==> src/rtl/spi_slave_if.sv <==
// SPI slave pin and host-side handshake bundle.
`timescale 1ns/1ps

interface spi_slave_if #(
  parameter int unsigned DATA_WIDTH = 8
);
  // Serial side, driven by the SPI master
  logic                  spi_clk;
  logic                  cs;
  logic                  mosi;
  logic                  miso;
  logic                  miso_oe;

  // Host side, toward the local system
  logic [DATA_WIDTH-1:0] tx_data;
  logic                  tx_load;
  logic [DATA_WIDTH-1:0] data_rd;
  logic                  rx_valid;
  logic                  rx_ack;
  logic                  overrun;
  logic                  frame_err;

  modport slave (
    input  spi_clk, cs, mosi, tx_data, rx_ack,
    output miso, miso_oe, tx_load, data_rd, rx_valid, overrun, frame_err
  );

  modport master (
    output spi_clk, cs, mosi, tx_data, rx_ack,
    input  miso, miso_oe, tx_load, data_rd, rx_valid, overrun, frame_err
  );
endinterface

==> src/rtl/spi_slave.sv <==
// SPI slave, all four CPOL/CPHA modes, MSB first, oversampled by clk.
// spi_clk/cs/mosi are synchronized into the clk domain and edge-detected;
// spi_clk must run at clk/8 or slower. DATA_WIDTH must not exceed 15
// (4-bit bit counter) and SYNC_STAGES must be at least 2.
`timescale 1ns/1ps

module spi_slave #(
  parameter int unsigned DATA_WIDTH  = 8,
  parameter int unsigned SYNC_STAGES = 2
) (
  input  logic       clk,
  input  logic       reset,
  input  logic       polarity,
  input  logic       phase,
  spi_slave_if.slave bus,
  output logic [1:0] state,
  output logic [3:0] count
);

  localparam logic [1:0] S_IDLE   = 2'd0;
  localparam logic [1:0] S_ACTIVE = 2'd1;
  localparam logic [1:0] S_DONE   = 2'd2;

  localparam logic [3:0] CNT_FULL = 4'(DATA_WIDTH);

  logic [SYNC_STAGES-1:0] sclk_sync;
  logic [SYNC_STAGES-1:0] cs_sync;
  logic [SYNC_STAGES-1:0] mosi_sync;

  logic sclk_s, cs_s, mosi_s;
  logic sclk_d, cs_d;

  logic sclk_rise, sclk_fall;
  logic cs_rise, cs_fall;
  logic lead_edge, trail_edge;
  logic sample_edge, shift_edge;

  logic cpol, cpha;

  logic [DATA_WIDTH-1:0] tx_sr;
  logic [DATA_WIDTH-1:0] rx_sr;
  logic [DATA_WIDTH-1:0] data_rd_r;

  logic miso_oe_r;
  logic tx_load_r;
  logic rx_valid_r;
  logic overrun_r;
  logic frame_err_r;

  assign sclk_s = sclk_sync[SYNC_STAGES-1];
  assign cs_s   = cs_sync[SYNC_STAGES-1];
  assign mosi_s = mosi_sync[SYNC_STAGES-1];

  // Synchronizer chains plus one-cycle-delayed copies for edge detection.
  // cs resets to 0 (asserted) so a cs that is already low at reset release
  // never looks like a falling edge; a fresh high-to-low toggle is required.
  always_ff @(posedge clk or negedge reset) begin
    if (!reset) begin
      sclk_sync <= '0;
      cs_sync   <= '0;
      mosi_sync <= '0;
      sclk_d    <= 1'b0;
      cs_d      <= 1'b0;
    end else begin
      sclk_sync <= {sclk_sync[SYNC_STAGES-2:0], bus.spi_clk};
      cs_sync   <= {cs_sync[SYNC_STAGES-2:0], bus.cs};
      mosi_sync <= {mosi_sync[SYNC_STAGES-2:0], bus.mosi};
      sclk_d    <= sclk_s;
      cs_d      <= cs_s;
    end
  end

  // Edge classification for the mode latched at the start of the frame
  always_comb begin
    sclk_rise   = sclk_s & ~sclk_d;
    sclk_fall   = ~sclk_s & sclk_d;
    cs_rise     = cs_s & ~cs_d;
    cs_fall     = ~cs_s & cs_d;
    lead_edge   = ~cs_s & (cpol ? sclk_fall : sclk_rise);
    trail_edge  = ~cs_s & (cpol ? sclk_rise : sclk_fall);
    sample_edge = cpha ? trail_edge : lead_edge;
    shift_edge  = cpha ? lead_edge : trail_edge;
  end

  // Frame control FSM with transmit/receive shift registers
  always_ff @(posedge clk or negedge reset) begin
    if (!reset) begin
      state       <= S_IDLE;
      count       <= CNT_FULL;
      cpol        <= 1'b0;
      cpha        <= 1'b0;
      tx_sr       <= '0;
      rx_sr       <= '0;
      miso_oe_r   <= 1'b0;
      tx_load_r   <= 1'b0;
      frame_err_r <= 1'b0;
    end else begin
      tx_load_r   <= 1'b0;
      frame_err_r <= 1'b0;
      if (cs_rise) begin
        if (count != CNT_FULL && count != 4'd0) begin
          frame_err_r <= 1'b1;
        end
        state     <= S_IDLE;
        count     <= CNT_FULL;
        tx_sr     <= '0;
        rx_sr     <= '0;
        miso_oe_r <= 1'b0;
      end else begin
        case (state)
          S_IDLE: begin
            if (cs_fall) begin
              state     <= S_ACTIVE;
              cpol      <= polarity;
              cpha      <= phase;
              count     <= CNT_FULL;
              tx_sr     <= bus.tx_data;
              rx_sr     <= '0;
              tx_load_r <= 1'b1;
              miso_oe_r <= 1'b1;
            end
          end
          S_ACTIVE: begin
            if (sample_edge) begin
              rx_sr <= {rx_sr[DATA_WIDTH-2:0], mosi_s};
              count <= count - 4'd1;
              if (count == 4'd1) begin
                state <= S_DONE;
              end
            end else if (shift_edge && count != CNT_FULL) begin
              // A shift edge before any bit of this byte was sampled belongs
              // to the previous byte (CPHA=0) or is the edge that presents
              // the MSB (CPHA=1); either way the freshly loaded MSB must stay.
              tx_sr <= {tx_sr[DATA_WIDTH-2:0], 1'b0};
            end
          end
          S_DONE: begin
            state     <= S_ACTIVE;
            count     <= CNT_FULL;
            tx_sr     <= bus.tx_data;
            tx_load_r <= 1'b1;
          end
          default: begin
            state <= S_IDLE;
            count <= CNT_FULL;
          end
        endcase
      end
    end
  end

  // Host handoff: publish completed bytes, track acknowledge and overrun
  always_ff @(posedge clk or negedge reset) begin
    if (!reset) begin
      data_rd_r  <= '0;
      rx_valid_r <= 1'b0;
      overrun_r  <= 1'b0;
    end else begin
      overrun_r <= 1'b0;
      if (state == S_DONE) begin
        data_rd_r  <= rx_sr;
        rx_valid_r <= 1'b1;
        overrun_r  <= rx_valid_r & ~bus.rx_ack;
      end else if (bus.rx_ack && rx_valid_r) begin
        rx_valid_r <= 1'b0;
      end
    end
  end

  assign bus.miso      = miso_oe_r ? tx_sr[DATA_WIDTH-1] : 1'b1;
  assign bus.miso_oe   = miso_oe_r;
  assign bus.tx_load   = tx_load_r;
  assign bus.data_rd   = data_rd_r;
  assign bus.rx_valid  = rx_valid_r;
  assign bus.overrun   = overrun_r;
  assign bus.frame_err = frame_err_r;

endmodule

==> src/flat_wrapper.sv <==
// flat-port wrapper written by rule: the top's interface ports become plain ports
module spi_slave_flat 
#(
  parameter int unsigned DATA_WIDTH  = 8,
  parameter int unsigned SYNC_STAGES = 2
)
  (clk, reset, polarity, phase, state, count, bus_spi_clk, bus_cs, bus_mosi, bus_tx_data, bus_rx_ack, bus_miso, bus_miso_oe, bus_tx_load, bus_data_rd, bus_rx_valid, bus_overrun, bus_frame_err);
  spi_slave_if #(.DATA_WIDTH(DATA_WIDTH)) bus_i ();
  input  logic clk;
  input  logic reset;
  input  logic polarity;
  input  logic phase;
  output logic [1:0] state;
  output logic [3:0] count;
  input wire logic [$bits(bus_i.spi_clk)-1:0] bus_spi_clk;
  input wire logic [$bits(bus_i.cs)-1:0] bus_cs;
  input wire logic [$bits(bus_i.mosi)-1:0] bus_mosi;
  input wire logic [$bits(bus_i.tx_data)-1:0] bus_tx_data;
  input wire logic [$bits(bus_i.rx_ack)-1:0] bus_rx_ack;
  output wire logic [$bits(bus_i.miso)-1:0] bus_miso;
  output wire logic [$bits(bus_i.miso_oe)-1:0] bus_miso_oe;
  output wire logic [$bits(bus_i.tx_load)-1:0] bus_tx_load;
  output wire logic [$bits(bus_i.data_rd)-1:0] bus_data_rd;
  output wire logic [$bits(bus_i.rx_valid)-1:0] bus_rx_valid;
  output wire logic [$bits(bus_i.overrun)-1:0] bus_overrun;
  output wire logic [$bits(bus_i.frame_err)-1:0] bus_frame_err;
  assign bus_i.spi_clk = bus_spi_clk;
  assign bus_i.cs = bus_cs;
  assign bus_i.mosi = bus_mosi;
  assign bus_i.tx_data = bus_tx_data;
  assign bus_i.rx_ack = bus_rx_ack;
  assign bus_miso = bus_i.miso;
  assign bus_miso_oe = bus_i.miso_oe;
  assign bus_tx_load = bus_i.tx_load;
  assign bus_data_rd = bus_i.data_rd;
  assign bus_rx_valid = bus_i.rx_valid;
  assign bus_overrun = bus_i.overrun;
  assign bus_frame_err = bus_i.frame_err;
  spi_slave #(.DATA_WIDTH(DATA_WIDTH), .SYNC_STAGES(SYNC_STAGES)) u_core (.clk(clk), .reset(reset), .polarity(polarity), .phase(phase), .bus(bus_i), .state(state), .count(count));
endmodule
==> config.mk <==
export PLATFORM = sky130hd
export DESIGN_NAME = spi_slave_flat
export DESIGN_NICKNAME = d
export VERILOG_FILES = /design/src/rtl/spi_slave_if.sv /design/src/rtl/spi_slave.sv /design/src/flat_wrapper.sv
export SDC_FILE = /design/constraint.sdc
export NUM_CORES = 1
export LEC_CHECK = 0
export ABC_AREA = 1
export BUFFER_PORTS_ARGS = -buffer_cell sky130_fd_sc_hd__buf_2
export CAP_MARGIN = 10
export CELL_PAD_IN_SITES_DETAIL_PLACEMENT = 1
export CELL_PAD_IN_SITES_GLOBAL_PLACEMENT = 1
export CORE_MARGIN = 2
export CORE_UTILIZATION = 42
export CTS_BUF_LIST = sky130_fd_sc_hd__clkbuf_16
export DETAILED_ROUTE_END_ITERATION = 8
export HOLD_SLACK_MARGIN = 0.02
export PLACE_DENSITY = 0.77
export SLEW_MARGIN = 10
export SYNTH_ARGS = -nofsm -noshare
export SYNTH_HDL_FRONTEND = slang
export SYNTH_SLANG_ARGS = --single-unit
==> constraint.sdc <==
create_clock -name clk -period 1.75 [get_ports clk]
set_input_delay 0.175 -clock clk [delete_from_list [all_inputs] [get_ports clk]]
set_output_delay 0.175 -clock clk [all_outputs]
set_load 0.05 [all_outputs]
[Word-level counts from Yosys, hierarchy flattened]
Index checks and enable logic that the tools add are counted.
Storage, ports and cells
  output and inout bits: 20
  register bits after elaboration: 45
  logic and storage cells: 90
Cells by class
  reduce and logical (&&, ||, !) cells: 16
  add/sub/neg operators: 1
  multiplexer cells: 34
  bitwise logic cells: 13
  equal/unequal tests: 9
Operators with widths (number)
  2-to-1 mux 8 bit: 7
  one-hot mux 8 bit (3 select lines): 1
  one-hot mux 8 bit (2 select lines): 1
  2-to-1 mux 1 bit: 15
  2-to-1 mux 4 bit: 3
  != test 3 x 1 -> 1 bit, second input constant: 4
  AND reduction 3 bit: 3
  2-to-1 mux 2 bit: 4
  one-hot mux 4 bit (2 select lines): 1
  nonzero test 4 bit: 2
  bitwise AND 1 bit: 7
  NOT 1 bit: 6
  one-hot mux 2 bit (3 select lines): 1
  nonzero test 2 bit: 3
  equality test 4 x 1 -> 1 bit, second input constant: 1
  != test 4 bit, second input constant: 1
  AND reduction 2 bit: 2
  AND reduction 4 bit: 1
  subtractor 4 x 1 -> 4 bit, second input constant: 1
  logical AND 1 bit: 3
  != test 3 x 2 -> 1 bit, second input constant: 1
  nonzero test 3 bit: 1
  equality test 2 x 1 -> 1 bit, second input constant: 1
  equality test 2 bit, second input constant: 1
  2 further kinds: 2

[Depth between registers and ports, before layout]
Gate-level depths: netlist (run 1).
  word-level depth: 10
  gate-level depth with buffers: 11

[Worst setup path before layout (run 1)]
OpenSTA, ideal clock, no wires.
  path kind: register to register
  start: reg u_core.state[1]
  end: reg u_core.tx_sr[0]
  cell stages (with the launch flop): 11
  clock period less this slack: 1.812 ns
  buffers on the path: 2
  slack: -0.062 ns
  data arrival time: 1.696 ns
  cells stage by stage: dfrtp_1 inv_1 ha_1 buf_6 inv_6 nor2_4 buf_6 nand2_2 nand2_4 nand2_1 nand2_1
Between the ends
  word-level cells in the longest chain between the ends: 3
  elaborated cells between the ends (all ways): 10
  classes of those cells: eq/ne: 5; mux: 2; reduce/logical: 3
Ends and longest elaborated chain
  start, declared: RTL line spi_slave.sv:16  | output logic [1:0] state,
  start signal, assigned: RTL line spi_slave.sv:88  | state <= S_IDLE;
  start signal, assigned: RTL line spi_slave.sv:104  | state <= S_IDLE;
  start signal, assigned: RTL line spi_slave.sv:113  | state <= S_ACTIVE;
  equality test 2 x 1 -> 1 bit, or another cell as far along: RTL line spi_slave.sv:110  | case (state)
  != test 3 x 2 -> 1 bit (no source line), or another cell as far along
  AND reduction 4 bit (no source line) or 2-to-1 mux 8 bit (tied branches)
  end signal, assigned: RTL line spi_slave.sv:117  | tx_sr <= bus.tx_data;
  end signal, assigned: RTL line spi_slave.sv:134  | tx_sr <= {tx_sr[DATA_WIDTH-2:0], 1'b0};
  end signal, assigned: RTL line spi_slave.sv:140  | tx_sr <= bus.tx_data;
  end, declared: RTL line spi_slave.sv:40  | logic [DATA_WIDTH-1:0] tx_sr;
Parallel ways exist; a longest one is shown, timed or not.
A chain may end at the register's enable or synchronous reset.

[Final worst setup path (run 1)]
  start: reg u_core.state[0]
  end: reg u_core.tx_sr[7]
Same word-level chain as after synthesis.

==> results.sh, run 1 <==
export IMPL_clock_latency_ns=0.28
export IMPL_antenna_found_initial=0
export IMPL_rows=26
export IMPL_syn_nets=280
export IMPL_place_inst=363
export IMPL_max_freq_mhz=614
export IMPL_yosysUniqueCellTypes=31
export IMPL_muxShareOfSynthArea=0
export IMPL_power_density_nw_per_um2=1670
export IMPL_ir_drop_v=0.000837
export IMPL_crit_start="u_core.state[0]"
export IMPL_die_h_um=76.4
export IMPL_finalHoldViolCount=0
export IMPL_final_cell_mix="96 x nand2_1, 42 x dfrtp_1, 35 x buf_2"
export IMPL_final_area_um2=2720
export IMPL_area_growth_pct=23.4
export IMPL_yosysSeqAreaShare=0.513
export IMPL_clockBufferDepth=2
export IMPL_first_global_vias=1948
export IMPL_leakagePower_nw=1.46
export IMPL_final_util=0.535
export IMPL_cts_root_buf="clkbuf_16"
export IMPL_setup_viol=0
export IMPL_syn_area_per_cell_um2=8.63
export IMPL_synthXorXnorAreaFrac=0.00398
export IMPL_portBuffers=35
export IMPL_hpwl_um=3800
export IMPL_layoutNonFillerInstCount=376
export IMPL_r2r_slack_ns=0.12
export IMPL_tns_ns=0
export IMPL_gr_total_overflow=0
export IMPL_ys_warn_count=0
export IMPL_initial_utilization=0.433
export IMPL_async_reset_ff_frac=1.00
export IMPL_cp_start_kind="flip-flop"
export IMPL_grt_util_all_layers=0.192
export IMPL_status="completed"
export IMPL_fin_nets=330
export IMPL_min_period_ns=1.63
export IMPL_synth_ff_type="dfrtp_1"
export IMPL_drc=0
export IMPL_grt_start_max_net_pins=27
export IMPL_maxSlewHeadroom=0.681
export IMPL_dr_first_iter_drc_count=58
export IMPL_reg2reg_from="u_core.state[0]"
export IMPL_placed_area_um2=2490
export IMPL_end_kind="flip-flop"
export IMPL_cts_made_buffers=5
export IMPL_final_common_cell="nand2_1"
export IMPL_fin_crit_sh=0.930
export IMPL_grt_pass1_wl_um=8940
export IMPL_hold_class="in -> reg"
export IMPL_critPathArrivalTime_ns=1.80
export IMPL_cts_setup_buffers=0
export IMPL_diodes=0
export IMPL_tightest_slew_ns=0.478
export IMPL_rsz0062_at_grt="false"
export IMPL_drv_slew=0
export IMPL_r2r_end="u_core.tx_sr[7]"
export IMPL_synth_fa_ha_area_frac=0.0512
export IMPL_synth_top_family_by_area="simple AND/OR/NAND/NOR gates"
export IMPL_synth_seq_cells=45
export IMPL_synth_edf_count=0
export IMPL_coreArea_um2=5070
export IMPL_endpoint="u_core.tx_sr[7]"
export IMPL_ant_nets=0
export IMPL_viasPerCell=4.76
export IMPL_die_w_um=76.4
export IMPL_num_vias=1790
export IMPL_yosys_area_share_simple=0.313
export IMPL_place_congestion=0.799
export IMPL_path_max_fanout=5
export IMPL_die_area_um2=5830
export IMPL_rr_worst_depth=9
export IMPL_drt_wl_total_um=5180
export IMPL_synth_area_um2=2200
export IMPL_cp_required_ns=1.92
export IMPL_detail_route_wl_per_cell_um=13.8
export IMPL_cts_tree="built"
export IMPL_fin_hold_ws_ns=0.0620
export IMPL_clkSlewWorstSetupHoldPaths_ns=0.06
export IMPL_fin_skew_ns=0.00446
export IMPL_synth_compound_gate_area_share=0.0523
export IMPL_worstSetupPathType="reg -> reg"
export IMPL_drive_above_1_share=0.258
export IMPL_maxCapViolCount=0
export IMPL_ioPinCount=36
export IMPL_clock_sinks=45
export IMPL_postSynthCellCount=255
export IMPL_htree_levels=2
export IMPL_first_pass_iters=4
-- layout make-up --
class                      instances  area, µm²
tap                               70       87.6
timing repair inverter             1       5.00
clock buffer                       5        125
fill                             630       2360
clock inverter                     3       11.3
sequential                        45       1130
multi-input combinational        181        963
inverter                          22       90.1
timing repair buffer              49        303
-- cells in the mapped netlist, types with 2 or more instances --
cell | number | area (µm²)
buf_6 | 2 | 22.5
o21ai_0 | 7 | 35.0
inv_2 | 3 | 11.3
nand2_4 | 2 | 22.5
nor2_1 | 14 | 52.6
o31ai_1 | 2 | 15.0
nand2_2 | 2 | 12.5
o21ai_1 | 2 | 10.0
ha_1 | 9 | 113
inv_1 | 17 | 63.8
nand4_1 | 8 | 50.1
nand2_1 | 97 | 364
o21ai_2 | 4 | 35.0
nand3_1 | 22 | 110
clkbuf_1 | 2 | 7.51
a21oi_1 | 4 | 20.0
dfrtp_1 | 44 | 1100
-- metal layers --
metal	wire length, µm	up-vias	global-route usage	part of all wire
met5	0	-	0	0
met4	61	0	0.0545	0.012
met3	143	7	0.0415	0.028
met2	2690	30	0.336	0.52
met1	2290	847	0.239	0.44
li1	-	906	-	-
-- worst min-delay path by stage --
stage          slack, ns  startpoint               endpoint  cells past startpoint
5_1_grt             0.08  bus_rx_ack     u_core.bus.overrun                      2
3_5_place_dp        0.16       reset     u_core.bus.tx_load                      1
3_3_place_gp        0.16       reset     u_core.bus.tx_load                      1
6_report            0.06  bus_rx_ack     u_core.bus.overrun                      2
2_1_floorplan      -0.12       reset  u_core.bus.data_rd[0]                      0
4_1_cts             0.06  bus_rx_ack     u_core.bus.overrun                      2
-- power by group --
| group | switching, mW | total [mW] | internal, mW |
|---|---|---|---|
| combinational | 1.51 | 2.18 | 0.669 |
| clock | 0.363 | 0.876 | 0.513 |
| sequential | 0.178 | 1.47 | 1.29 |
-- flip-flops by register name, summed over array words and instances, names as in the netlist, 2 cells and up --
register            count
u_core.sclk_sync        2
u_core.cs_sync          2
u_core.count            4
u_core.state            2
u_core.mosi_sync        2
u_core.bus.data_rd      8
u_core.tx_sr            8
u_core.rx_sr            8
-- critical path, stage by stage (launching register included) --
cell,delay [ns]
dfrtp_2,0.45
inv_2,0.09
ha_4,0.17
inv_1,0.06
nor2_1,0.08
nand2_1,0.12
o31ai_4,0.11
clkinvlp_2,0.25
nand3_1,0.13
nand2_1,0.05
-- kinds of logic after synthesis --
logic type,Yosys count
compound gates,19
xor+xnor,1
flops,45
buf+inv,29
simple gates,152
fa+ha+maj,9
-- through the flow --
stage / power, mW / setup WS (ns)
after floorplan: 3.04 / 0.0123
after global placement: 3.48 / 0.109
after detailed placement: 3.53 / 0.0464
after CTS: 4.43 / 0.0195
after global routing: 4.87 / 0.00626
final: 4.53 / 0.122
-- timing repair --
| action | 4_1_cts | 5_1_grt |
|---|---|---|
| setup endpoints to repair | 0 | 22 |
| hold buffers | 4 | 0 |
| endpoints found under the hold margin | 21 | 0 |
| gates resized for setup | 0 | 11 |
(Power assumes the default switching activity.)
==> inputs of run 2 (changes only) <==
--- a/config.mk
+++ b/config.mk
@@ -13,6 +13,7 @@
 export CORE_MARGIN = 2
 export CORE_UTILIZATION = 42
 export CTS_BUF_LIST = sky130_fd_sc_hd__clkbuf_16
+export CTS_CLUSTER_SIZE = 20
 export DETAILED_ROUTE_END_ITERATION = 8
 export HOLD_SLACK_MARGIN = 0.02
 export PLACE_DENSITY = 0.77
==> constraint.sdc (replaced) <==
create_clock -name clk -period 1.5 [get_ports clk]
set_input_delay 0.15 -clock clk [delete_from_list [all_inputs] [get_ports clk]]
set_output_delay 0.15 -clock clk [all_outputs]
set_load 0.05 [all_outputs]
==> results.sh, run 2 (same netlist as run 1, synthesis figures left out) <==
export IMPL_finalHoldViolCount=0
export IMPL_first_pass_iters=4
export IMPL_cts_root_buf="clkbuf_16"
export IMPL_tns_ns=-0.473
export IMPL_ant_nets=0
export IMPL_htree_levels=2
export IMPL_place_congestion=0.813
export IMPL_worstSetupPathType="reg -> reg"
export IMPL_num_vias=1989
export IMPL_gr_total_overflow=0
export IMPL_fin_crit_sh=1.07
export IMPL_tightest_slew_ns=0.487
export IMPL_crit_path_cell_trace="ha_4, o31ai_4, clkinvlp_4, nand3_2, nand2_1"
export IMPL_area_growth_pct=39.6
export IMPL_cts_tree="built"
export IMPL_rows=26
export IMPL_leakagePower_nw=1.60
export IMPL_grt_start_max_net_pins=28
export IMPL_viasPerCell=5.01
export IMPL_die_area_um2=5830
export IMPL_dr_first_iter_drc_count=103
export IMPL_antenna_found_initial=0
export IMPL_coreArea_um2=5070
export IMPL_die_h_um=76.4
export IMPL_layoutNonFillerInstCount=397
export IMPL_crit_cells=5
export IMPL_cp_slowest_cell="dfrtp_1"
export IMPL_power_mw=6.20
export IMPL_fill_cells=595
export IMPL_setup_viol=12
export IMPL_clockBufferDepth=2
export IMPL_grt_pass1_wl_um=9560
export IMPL_rr_worst_depth=5
export IMPL_max_stage_delay_ns=0.46
export IMPL_first_global_vias=2017
export IMPL_hpwl_um=3990
export IMPL_maxSlewHeadroom=0.675
export IMPL_end_kind="flip-flop"
export IMPL_clock_sinks=45
export IMPL_status="complete, but fails checks"
export IMPL_detail_route_wl_per_cell_um=16.4
export IMPL_clock_latency_ns=0.29
export IMPL_die_w_um=76.4
export IMPL_drt_wl_total_um=6530
export IMPL_holdPathStages=2
export IMPL_hold_class="in -> reg"
export IMPL_drv_slew=0
export IMPL_critPathArrivalTime_ns=1.78
export IMPL_drive_above_1_share=0.388
export IMPL_clkSlewWorstSetupHoldPaths_ns=0.07
export IMPL_path_max_fanout=8
export IMPL_post_place_ws_ns=-0.157
export IMPL_grt_util_all_layers=0.209
export IMPL_rsz0062_at_grt="true"
export IMPL_diodes=0
export IMPL_ir_drop_v=0.00100
export IMPL_cp_start_kind="flip-flop"
export IMPL_place_inst=374
export IMPL_path_buf_inv=1
export IMPL_power_density_nw_per_um2=2020
export IMPL_final_cell_mix="83 x nand2_1, 40 x dfrtp_1, 35 x buf_2"
export IMPL_cts_made_buffers=5
export IMPL_cp_required_ns=1.68
export IMPL_min_period_ns=1.61
export IMPL_ioPinCount=36
export IMPL_fin_nets=351
export IMPL_initial_utilization=0.433
export IMPL_violations="negative setup slack"
export IMPL_postLayoutSetupSlackWorst_ns=-0.106
export IMPL_final_util=0.605
export IMPL_portBuffers=35
export IMPL_final_common_cell="nand2_1"
export IMPL_drc=0
export IMPL_cp_top_family="flip-flops"
export IMPL_max_freq_mhz=623
export IMPL_fin_skew_ns=0.0107
export IMPL_maxCapViolCount=0
## run 2: changes by cell type in the layout (fill, tap and decap cells not counted), moves of 3 or more
cell and delta:
buf_6 +4, nand3_1 -7, ha_4 +3, nand3_2 +7, buf_4 +15, nand2_1 -13, nand2_2 +9
## run 2: area by class of cell
cell class              instances  area (µm²)  area share
clock buffers                   5         125      0.0407
clock inverters                 3        11.3     0.00367
inverters                      22        95.1      0.0310
multi-input cells             181        1110       0.362
flip-flops and latches         45        1130       0.369
well taps                      70        87.6      0.0285
repair buffers                 70         500       0.163
repair inverters                1        7.51     0.00244
## run 2: path summary, 6_finish.rpt
| check | from | end | slack (ns) |
|---|---|---|---|
| max in group asynchronous | reset | u_core.state[1] | 0.63 |
| max | u_core.cs_sync[1] | u_core.tx_sr[7] | -0.11 |
| min | bus_rx_ack | u_core.bus.overrun | 0.04 |
| max reg2reg | u_core.cs_sync[1] | u_core.tx_sr[7] | -0.11 |
| min in group asynchronous | reset | u_core.tx_sr[2] | 0.36 |
| min reg2reg | u_core.sclk_sync[0] | u_core.sclk_sync[1] | 0.35 |
## run 2: worst reg2reg max path: cells and delay by family (launching register included)
kind            cells  cell delay (ns)
flops               1             0.46
buf+inv             1             0.24
fa+ha+maj           1             0.25
compound gates      1             0.36
simple gates        2             0.20
## run 2: power by group
| group | internal [mW] | total (mW) | switching, mW |
|---|---|---|---|
| registers | 1.51 | 1.73 | 0.226 |
| logic | 1.22 | 3.41 | 2.20 |
| clock network | 0.600 | 1.06 | 0.455 |
| total | 3.32 | 6.20 | 2.88 |
## run 2: repair_timing
| item | CTS | global route |
|---|---|---|
| hold endpoints to repair | 20 | 0 |
| pin swaps | 3 | 15 |
| buffers inserted | 2 | 8 |
| endpoints found under the setup margin | 23 | 24 |
| resized for setup | 12 | 38 |
| hold buffers | 4 | 0 |
| gates cloned | 1 | 0 |
## run 2: through the flow
| stage | hold WS [ns] | cell area, µm² |
|---|---|---|
| finish | 0.0449 | 3070 |
| global placement | 0.131 | 2610 |
| floorplan | -0.146 | 2230 |
| detailed placement | 0.146 | 2610 |
| CTS | 0.0406 | 2860 |
| global route | 0.0493 | 3070 |
## run 2: routing by layer
metal / track usage / wire [µm] / vias up
li1: - / - / 952
met1: 0.244 / 2800 / 980
met2: 0.391 / 3410 / 42
met3: 0.0355 / 183 / 15
met4: 0.0600 / 140 / 0
met5: 0 / 0 / -
